File: src/rtl/lsu_align_unit.sv
// Load/store byte-lane alignment unit: lane masks, store-data shifting, load merge/extension.
// Optional: define LSU_MISALIGNED_SPLIT_EN to allow misaligned accesses (split across two beats).

package lsu_align_pkg;
  typedef enum logic [3:0] {
    memop_none = 4'd0,
    l_byte     = 4'd1,
    l_hword    = 4'd2,
    l_word     = 4'd3,
    l_ubyte    = 4'd4,
    l_uhword   = 4'd5,
    s_byte     = 4'd6,
    s_hword    = 4'd7,
    s_word     = 4'd8
  } rv32_memop;
endpackage

module lsu_align_unit
  import lsu_align_pkg::*;
#(
  parameter int BUS_BYTES = 4,
  parameter int ADDR_W    = 32
) (
  input  logic                   i_clk,
  input  logic                   i_rst_n,
  input  logic                   i_req_valid,
  output logic                   o_req_ready,
  input  logic [ADDR_W-1:0]      i_req_addr,
  input  rv32_memop              i_req_memop,
  input  logic [31:0]            i_req_wdata,
  output logic                   o_bus_valid,
  input  logic                   i_bus_ready,
  output logic [ADDR_W-1:0]      o_bus_addr,
  output logic                   o_bus_we,
  output logic [BUS_BYTES-1:0]   o_bus_mask,
  output logic [8*BUS_BYTES-1:0] o_bus_wdata,
  input  logic                   i_bus_ack,
  input  logic [8*BUS_BYTES-1:0] i_bus_rdata,
  output logic                   o_rsp_valid,
  output logic [31:0]            o_rsp_rdata,
  output logic                   o_rsp_error
);

  localparam int OFF_W = $clog2(BUS_BYTES);
  localparam int BW    = 8 * BUS_BYTES;

  typedef enum logic [2:0] {IDLE, BEAT0, WAIT0, BEAT1, WAIT1, RESP} state_t;

  state_t                 state_q;
  logic                   req_ready_q;
  logic [ADDR_W-1:0]      base_addr_q;
  logic [OFF_W-1:0]       off_q;
  rv32_memop              memop_q;
  logic                   store_q;
  logic                   split_q;
  logic [BUS_BYTES-1:0]   mask_hi_q;
  logic [BW-1:0]          wdata_hi_q;
  logic [BW-1:0]          rdata0_q;
  logic                   bus_valid_q;
  logic [ADDR_W-1:0]      bus_addr_q;
  logic                   bus_we_q;
  logic [BUS_BYTES-1:0]   bus_mask_q;
  logic [BW-1:0]          bus_wdata_q;
  logic                   rsp_valid_q;
  logic [31:0]            rsp_rdata_q;
  logic                   rsp_error_q;

  logic                   req_load;
  logic                   req_store;
  logic [2:0]             req_size;
  logic [3:0]             size_mask;
  logic                   req_misaligned;
  logic                   req_error;
  logic [OFF_W-1:0]       req_off;
  logic [ADDR_W-1:0]      req_base;
  logic [2*BUS_BYTES-1:0] req_mask;
  logic [2*BW-1:0]        req_wdata_wide;
  logic                   ack0;
  logic                   ack1;
  logic                   second_beat;
  logic [2*BW-1:0]        load_src;
  logic [31:0]            load_word;
  logic [31:0]            load_ext_d;

  always_comb begin
    req_load  = 1'b0;
    req_store = 1'b0;
    req_size  = 3'd0;
    case (i_req_memop)
      l_byte, l_ubyte:   begin req_load  = 1'b1; req_size = 3'd1; end
      l_hword, l_uhword: begin req_load  = 1'b1; req_size = 3'd2; end
      l_word:            begin req_load  = 1'b1; req_size = 3'd4; end
      s_byte:            begin req_store = 1'b1; req_size = 3'd1; end
      s_hword:           begin req_store = 1'b1; req_size = 3'd2; end
      s_word:            begin req_store = 1'b1; req_size = 3'd4; end
      default:           ;
    endcase
  end

  always_comb begin
    case (req_size)
      3'd1:    size_mask = 4'b0001;
      3'd2:    size_mask = 4'b0011;
      3'd4:    size_mask = 4'b1111;
      default: size_mask = 4'b0000;
    endcase
  end

  assign req_off        = i_req_addr[OFF_W-1:0];
  assign req_base       = {i_req_addr[ADDR_W-1:OFF_W], {OFF_W{1'b0}}};
  assign req_misaligned = ((req_size == 3'd2) && i_req_addr[0]) ||
                          ((req_size == 3'd4) && (i_req_addr[1:0] != 2'b00));

  // Both halves are always built; the high half only becomes nonzero for
  // bus-boundary crossings, which the non-split build rejects as misaligned.
  assign req_mask       = {{(2*BUS_BYTES-4){1'b0}}, size_mask} << req_off;
  assign req_wdata_wide = {{(2*BW-32){1'b0}}, i_req_wdata} << {req_off, 3'b000};

`ifdef LSU_MISALIGNED_SPLIT_EN
  assign req_error = !(req_load || req_store);
`else
  assign req_error = !(req_load || req_store) || req_misaligned;
`endif

  assign ack0        = i_bus_ack && (((state_q == BEAT0) && i_bus_ready) || (state_q == WAIT0));
  assign ack1        = i_bus_ack && (((state_q == BEAT1) && i_bus_ready) || (state_q == WAIT1));
  assign second_beat = (state_q == BEAT1) || (state_q == WAIT1);

  // The final beat's data comes straight from the bus; only beat 0 is buffered.
  assign load_src  = second_beat ? {i_bus_rdata, rdata0_q} : {{BW{1'b0}}, i_bus_rdata};
  assign load_word = 32'(load_src >> {off_q, 3'b000});

  always_comb begin
    case (memop_q)
      l_byte:   load_ext_d = {{24{load_word[7]}}, load_word[7:0]};
      l_ubyte:  load_ext_d = {24'd0, load_word[7:0]};
      l_hword:  load_ext_d = {{16{load_word[15]}}, load_word[15:0]};
      l_uhword: load_ext_d = {16'd0, load_word[15:0]};
      l_word:   load_ext_d = load_word;
      default:  load_ext_d = 32'd0;
    endcase
  end

  always_ff @(posedge i_clk) begin
    if (!i_rst_n) begin
      state_q     <= IDLE;
      req_ready_q <= 1'b0;
      base_addr_q <= '0;
      off_q       <= '0;
      memop_q     <= memop_none;
      store_q     <= 1'b0;
      split_q     <= 1'b0;
      mask_hi_q   <= '0;
      wdata_hi_q  <= '0;
      rdata0_q    <= '0;
      bus_valid_q <= 1'b0;
      bus_addr_q  <= '0;
      bus_we_q    <= 1'b0;
      bus_mask_q  <= '0;
      bus_wdata_q <= '0;
      rsp_valid_q <= 1'b0;
      rsp_rdata_q <= '0;
      rsp_error_q <= 1'b0;
    end else begin
      rsp_valid_q <= 1'b0;
      case (state_q)
        IDLE: begin
          req_ready_q <= 1'b1;
          if (i_req_valid && req_ready_q) begin
            req_ready_q <= 1'b0;
            base_addr_q <= req_base;
            off_q       <= req_off;
            memop_q     <= i_req_memop;
            store_q     <= req_store;
            split_q     <= |req_mask[2*BUS_BYTES-1:BUS_BYTES];
            mask_hi_q   <= req_mask[2*BUS_BYTES-1:BUS_BYTES];
            wdata_hi_q  <= req_wdata_wide[2*BW-1:BW];
            if (req_error) begin
              rsp_valid_q <= 1'b1;
              rsp_error_q <= 1'b1;
              rsp_rdata_q <= 32'd0;
              state_q     <= RESP;
            end else begin
              bus_valid_q <= 1'b1;
              bus_addr_q  <= req_base;
              bus_we_q    <= req_store;
              bus_mask_q  <= req_mask[BUS_BYTES-1:0];
              bus_wdata_q <= req_wdata_wide[BW-1:0];
              state_q     <= BEAT0;
            end
          end
        end
        BEAT0, BEAT1: begin
          if (i_bus_ready) begin
            bus_valid_q <= 1'b0;
            bus_addr_q  <= '0;
            bus_we_q    <= 1'b0;
            bus_mask_q  <= '0;
            bus_wdata_q <= '0;
            state_q     <= (state_q == BEAT0) ? WAIT0 : WAIT1;
          end
        end
        WAIT0, WAIT1: ;
        RESP: begin
          req_ready_q <= 1'b1;
          rsp_error_q <= 1'b0;
          rsp_rdata_q <= 32'd0;
          state_q     <= IDLE;
        end
        default: state_q <= IDLE;
      endcase

      // Acks override the beat-acceptance defaults above when they coincide.
      if (ack0) begin
        rdata0_q <= i_bus_rdata;
        if (split_q) begin
          bus_valid_q <= 1'b1;
          bus_addr_q  <= base_addr_q + ADDR_W'(BUS_BYTES);
          bus_we_q    <= store_q;
          bus_mask_q  <= mask_hi_q;
          bus_wdata_q <= wdata_hi_q;
          state_q     <= BEAT1;
        end else begin
          rsp_valid_q <= 1'b1;
          rsp_error_q <= 1'b0;
          rsp_rdata_q <= load_ext_d;
          state_q     <= RESP;
        end
      end
      if (ack1) begin
        rsp_valid_q <= 1'b1;
        rsp_error_q <= 1'b0;
        rsp_rdata_q <= load_ext_d;
        state_q     <= RESP;
      end
    end
  end

  assign o_req_ready = req_ready_q;
  assign o_bus_valid = bus_valid_q;
  assign o_bus_addr  = bus_addr_q;
  assign o_bus_we    = bus_we_q;
  assign o_bus_mask  = bus_mask_q;
  assign o_bus_wdata = bus_wdata_q;
  assign o_rsp_valid = rsp_valid_q;
  assign o_rsp_rdata = rsp_rdata_q;
  assign o_rsp_error = rsp_error_q;

endmodule

File: config.mk
export PLATFORM = sky130hd
export DESIGN_NAME = lsu_align_unit
export DESIGN_NICKNAME = d
export VERILOG_FILES = /design/src/rtl/lsu_align_unit.sv
export SDC_FILE = /design/constraint.sdc
export NUM_CORES = 1
export LEC_CHECK = 0
export CORE_MARGIN = 2
export CORE_UTILIZATION = 35
export CTS_CLUSTER_SIZE = 10
export DETAILED_ROUTE_END_ITERATION = 6
export DONT_BUFFER_PORTS = 1
export PLACE_DENSITY = 0.54
export SYNTH_ARGS = -nofsm -noshare
export SYNTH_HDL_FRONTEND = slang
export SYNTH_SLANG_ARGS = --single-unit
File: constraint.sdc
create_clock -name i_clk -period 4.1 [get_ports i_clk]
set_input_delay 0.82 -clock i_clk [delete_from_list [all_inputs] [get_ports i_clk]]
set_output_delay 0.82 -clock i_clk [all_outputs]
set_load 0.01 [all_outputs]
==> impl_metrics.tcl <==
set metrics [dict create \
    status "complete, but fails checks" \
    violations "design-rule violations" \
    drt_pre_antenna_iters 7 \
    grt_pass1_wl_mm 53.1 \
    core_um2 29700 \
    min_to "rdata0_q[8]" \
    grt_max_degree 83 \
    nFillCells 2964 \
    std_cell_rows 63 \
    ys_seq_area_frac 0.388 \
    rsz0062_at_grt "no" \
    synth_edf_count 0 \
    worst_slew_pin_slew_ns 1.23 \
    setup_viol 0 \
    cts_buffers 26 \
    clkTransAtPathRegs_ns 0.06 \
    clk_latency_ns 0.52 \
    sw_frac_of_total 0.337 \
    cts_tree "yes" \
    synthFlopType "dfxtp_1" \
    regToRegSetupSlack_ns 1.14 \
    yosys_warnings 0 \
    clockBufferDepth 3 \
    hold_buffers 0 \
    synth_commonest_cells "214 x nand2_1, 205 x dfxtp_1, 146 x a21oi_1, 87 x clkbuf_1, 64 x nor2_1" \
    diodes 0 \
    final_net_count 1328 \
    vias_per_cell 5.94 \
    ys_seq_elements 205 \
    cp_top_family "buffers and inverters" \
    fp.dieH_um 178 \
    syn_area_um2 10600 \
    initial_utilization 0.356 \
    p_leak_uw 0.00407 \
    grt_overflow 0 \
    ant_nets 0 \
    finalCritPeriodShare 0.722 \
    synth_nets 1386 \
    die_area_um2 31700 \
    wl_per_cell_um 21.5 \
    gp_congestion 0.865 \
    intPower_uw 3860 \
    cp_common_cell "buf_4" \
    slew_viol_final 0 \
    slew_headroom 0.173 \
    r2r-start "state_q[2]" \
    post_cts_buffers 0 \
    powerDensity_nw_per_um2 501 \
    path_cells "inv_1, o2111ai_2, buf_4, nand2_1, nor3_2, buf_4, a32o_1" \
    synth.most_common_cell "nand2_1" \
    drtIter0Drc 748 \
    areaGrowthSynthToFinish_pct 9.77 \
    clock-sinks 205 \
    drc 2 \
    critPathCaptureType "register" \
    ioPinCount 210 \
    start_kind "register" \
    reg2regPathDepth 7 \
    cts_resized 0 \
    fmax_mhz 338 \
    fin_skew_ns 0.00861 \
    io_buffers 0 \
    hold_depth 2 \
    worstPathRequired_ns 4.57 \
    slowest_stage "dfxtp_1" \
    vias 9655 \
    period_needed_ns 2.96 \
    synth_area_leaders "dfxtp_1 39%, nand2_1 7.6%, a21oi_1 6.9%" \
    min_path_type "primary input to register" \
    netlist.area_leader.share 0.388 \
    arrival_ns 3.43 \
    postSynthCellCount 1280 \
    synth_top_area_cell "dfxtp_1" \
    hold_viol_final 0 \
    avgSynthCellArea_um2 8.27 \
    antenna_found_initial 0 \
    peakVddDrop_uv 382 \
    multiInputGateArea_um2 6040 \
    seqPwrFrac 0.407 \
    htree_levels 1 \
    die_x_um 178 \
    p_clk_frac 0.350 \
    max_cap_viol_count 0 \
    power_switching_uw 1960 \
    path_class "register to register" \
    grt_usage 0.213 \
    critPathMaxStageDelay_ns 0.81 \
    async_flop_share 0 \
    reg2reg_to "o_bus_wdata[31]" \
    p_comb_frac 0.243 \
    routed_wl_mm 35.0 \
    seq_area_um2 4110 \
    tns_ns 0 \
    drive_above_1_share 0.0931 \
    dp_hpwl_mm 23.1 \
    grt_pass1_vias 8935 \
    cts_root_buf "clkbuf_16" \
    hp-start "i_bus_rdata[8]" \
    path_buf_inv 3 \
    postLayoutCoreUtil 0.391 \
    cp_max_fo 30 \
    synth_cell_types 71 \
]
[power by group through the flow]
stage | Sequential (µW) | Clock, µW | Combinational (µW)
after global placement | 2410 | 0 | 1400
after global routing | 2390 | 2160 | 1550
after floorplan | 2320 | 0 | 1110
after detailed placement | 2410 | 0 | 1410
final | 2370 | 2040 | 1420
after CTS | 2370 | 2090 | 1420
[how the worst max path moves through the flow]
| stage | startpoint | end | slack [ns] | cells past startpoint |
|---|---|---|---|---|
| floorplan | i_req_memop[2] | o_bus_addr[8] | 1.51 | 8 |
| global placement | i_bus_ready | o_bus_wdata[27] | 1.19 | 7 |
| detailed placement | state_q[2] | o_bus_wdata[27] | 1.15 | 7 |
| CTS | state_q[2] | o_bus_wdata[27] | 1.15 | 7 |
| global route | state_q[2] | o_bus_wdata[31] | 0.87 | 7 |
| finish | state_q[2] | o_bus_wdata[31] | 1.14 | 7 |
[cells in the final DEF (no fill, tap or decap), drive strengths merged, types with 5 or more instances in the layout]
cell / count
a32oi: 10
nand2b: 16
xnor2: 7
nor4: 11
and3: 19
clkbuf: 37
a32o: 8
nor2b: 9
mux4: 10
o22ai: 11
nand2: 214
a22oi: 15
a211oi: 17
nor2: 64
clkinv: 6
buf: 26
o2bb2ai: 7
dfxtp: 205
mux2i: 61
a221oi: 28
xor2: 19
a31oi: 26
o221ai: 7
a21oi: 146
nand3: 38
and2: 5
o211ai: 9
nand4: 10
mux2: 25
a221o: 27
inv: 8
o21ai: 62
nor3: 28
[cell type report]
class / count / share of cell area
Tap cell: 390 / 0.0420
Clock inverter: 4 / 0.00205
Clock buffer: 37 / 0.0614
Timing Repair Buffer: 26 / 0.0179
Multi-Input combinational cell: 953 / 0.520
Sequential cell: 205 / 0.353
Inverter: 10 / 0.00344
[cells by family after synthesis]
logic type | share of synthesized area
and+or+nand+nor | 0.190
DFF | 0.388
muxes | 0.107
AOI/OAI and AO/OA | 0.244
adders and majority gates | 0.00213
buffers and inverters | 0.0476
xor gates and xnor gates | 0.0215
[state kept, by name (all words and copies together) (netlist names)]
register / flops
state_q: 3
o_bus_valid: 1
split_q: 1
o_bus_wdata: 32
o_rsp_rdata: 32
o_rsp_valid: 1
memop_q: 4
store_q: 1
o_bus_addr: 32
o_rsp_error: 1
mask_hi_q: 3
o_req_ready: 1
base_addr_q: 30
o_bus_we: 1
off_q: 2
rdata0_q: 32
o_bus_mask: 4
wdata_hi_q: 24
[layer usage]
metal | GRT usage | vias up | routed length [µm]
met1 | 0.285 | 4630 | 15200
met4 | 0.0564 | 0 | 981
met2 | 0.329 | 371 | 15200
met3 | 0.0668 | 61 | 3590
met5 | 0 | - | 0
li1 | - | 4593 | -
[per-stage QoR]
stage,setup WS (ns),instances,area (µm²),total power [µW],hold WS (ns)
floorplan,1.51,1280,10600,3430,0.429
global placement,1.19,1584,10900,3810,0.435
detailed placement,1.15,1584,10900,3820,0.440
CTS,1.15,1625,11600,5880,0.403
global route,0.868,1625,11600,6100,0.418
finish,1.14,1625,11600,5830,0.425
Note: power is estimated with default switching activity, not from simulation.
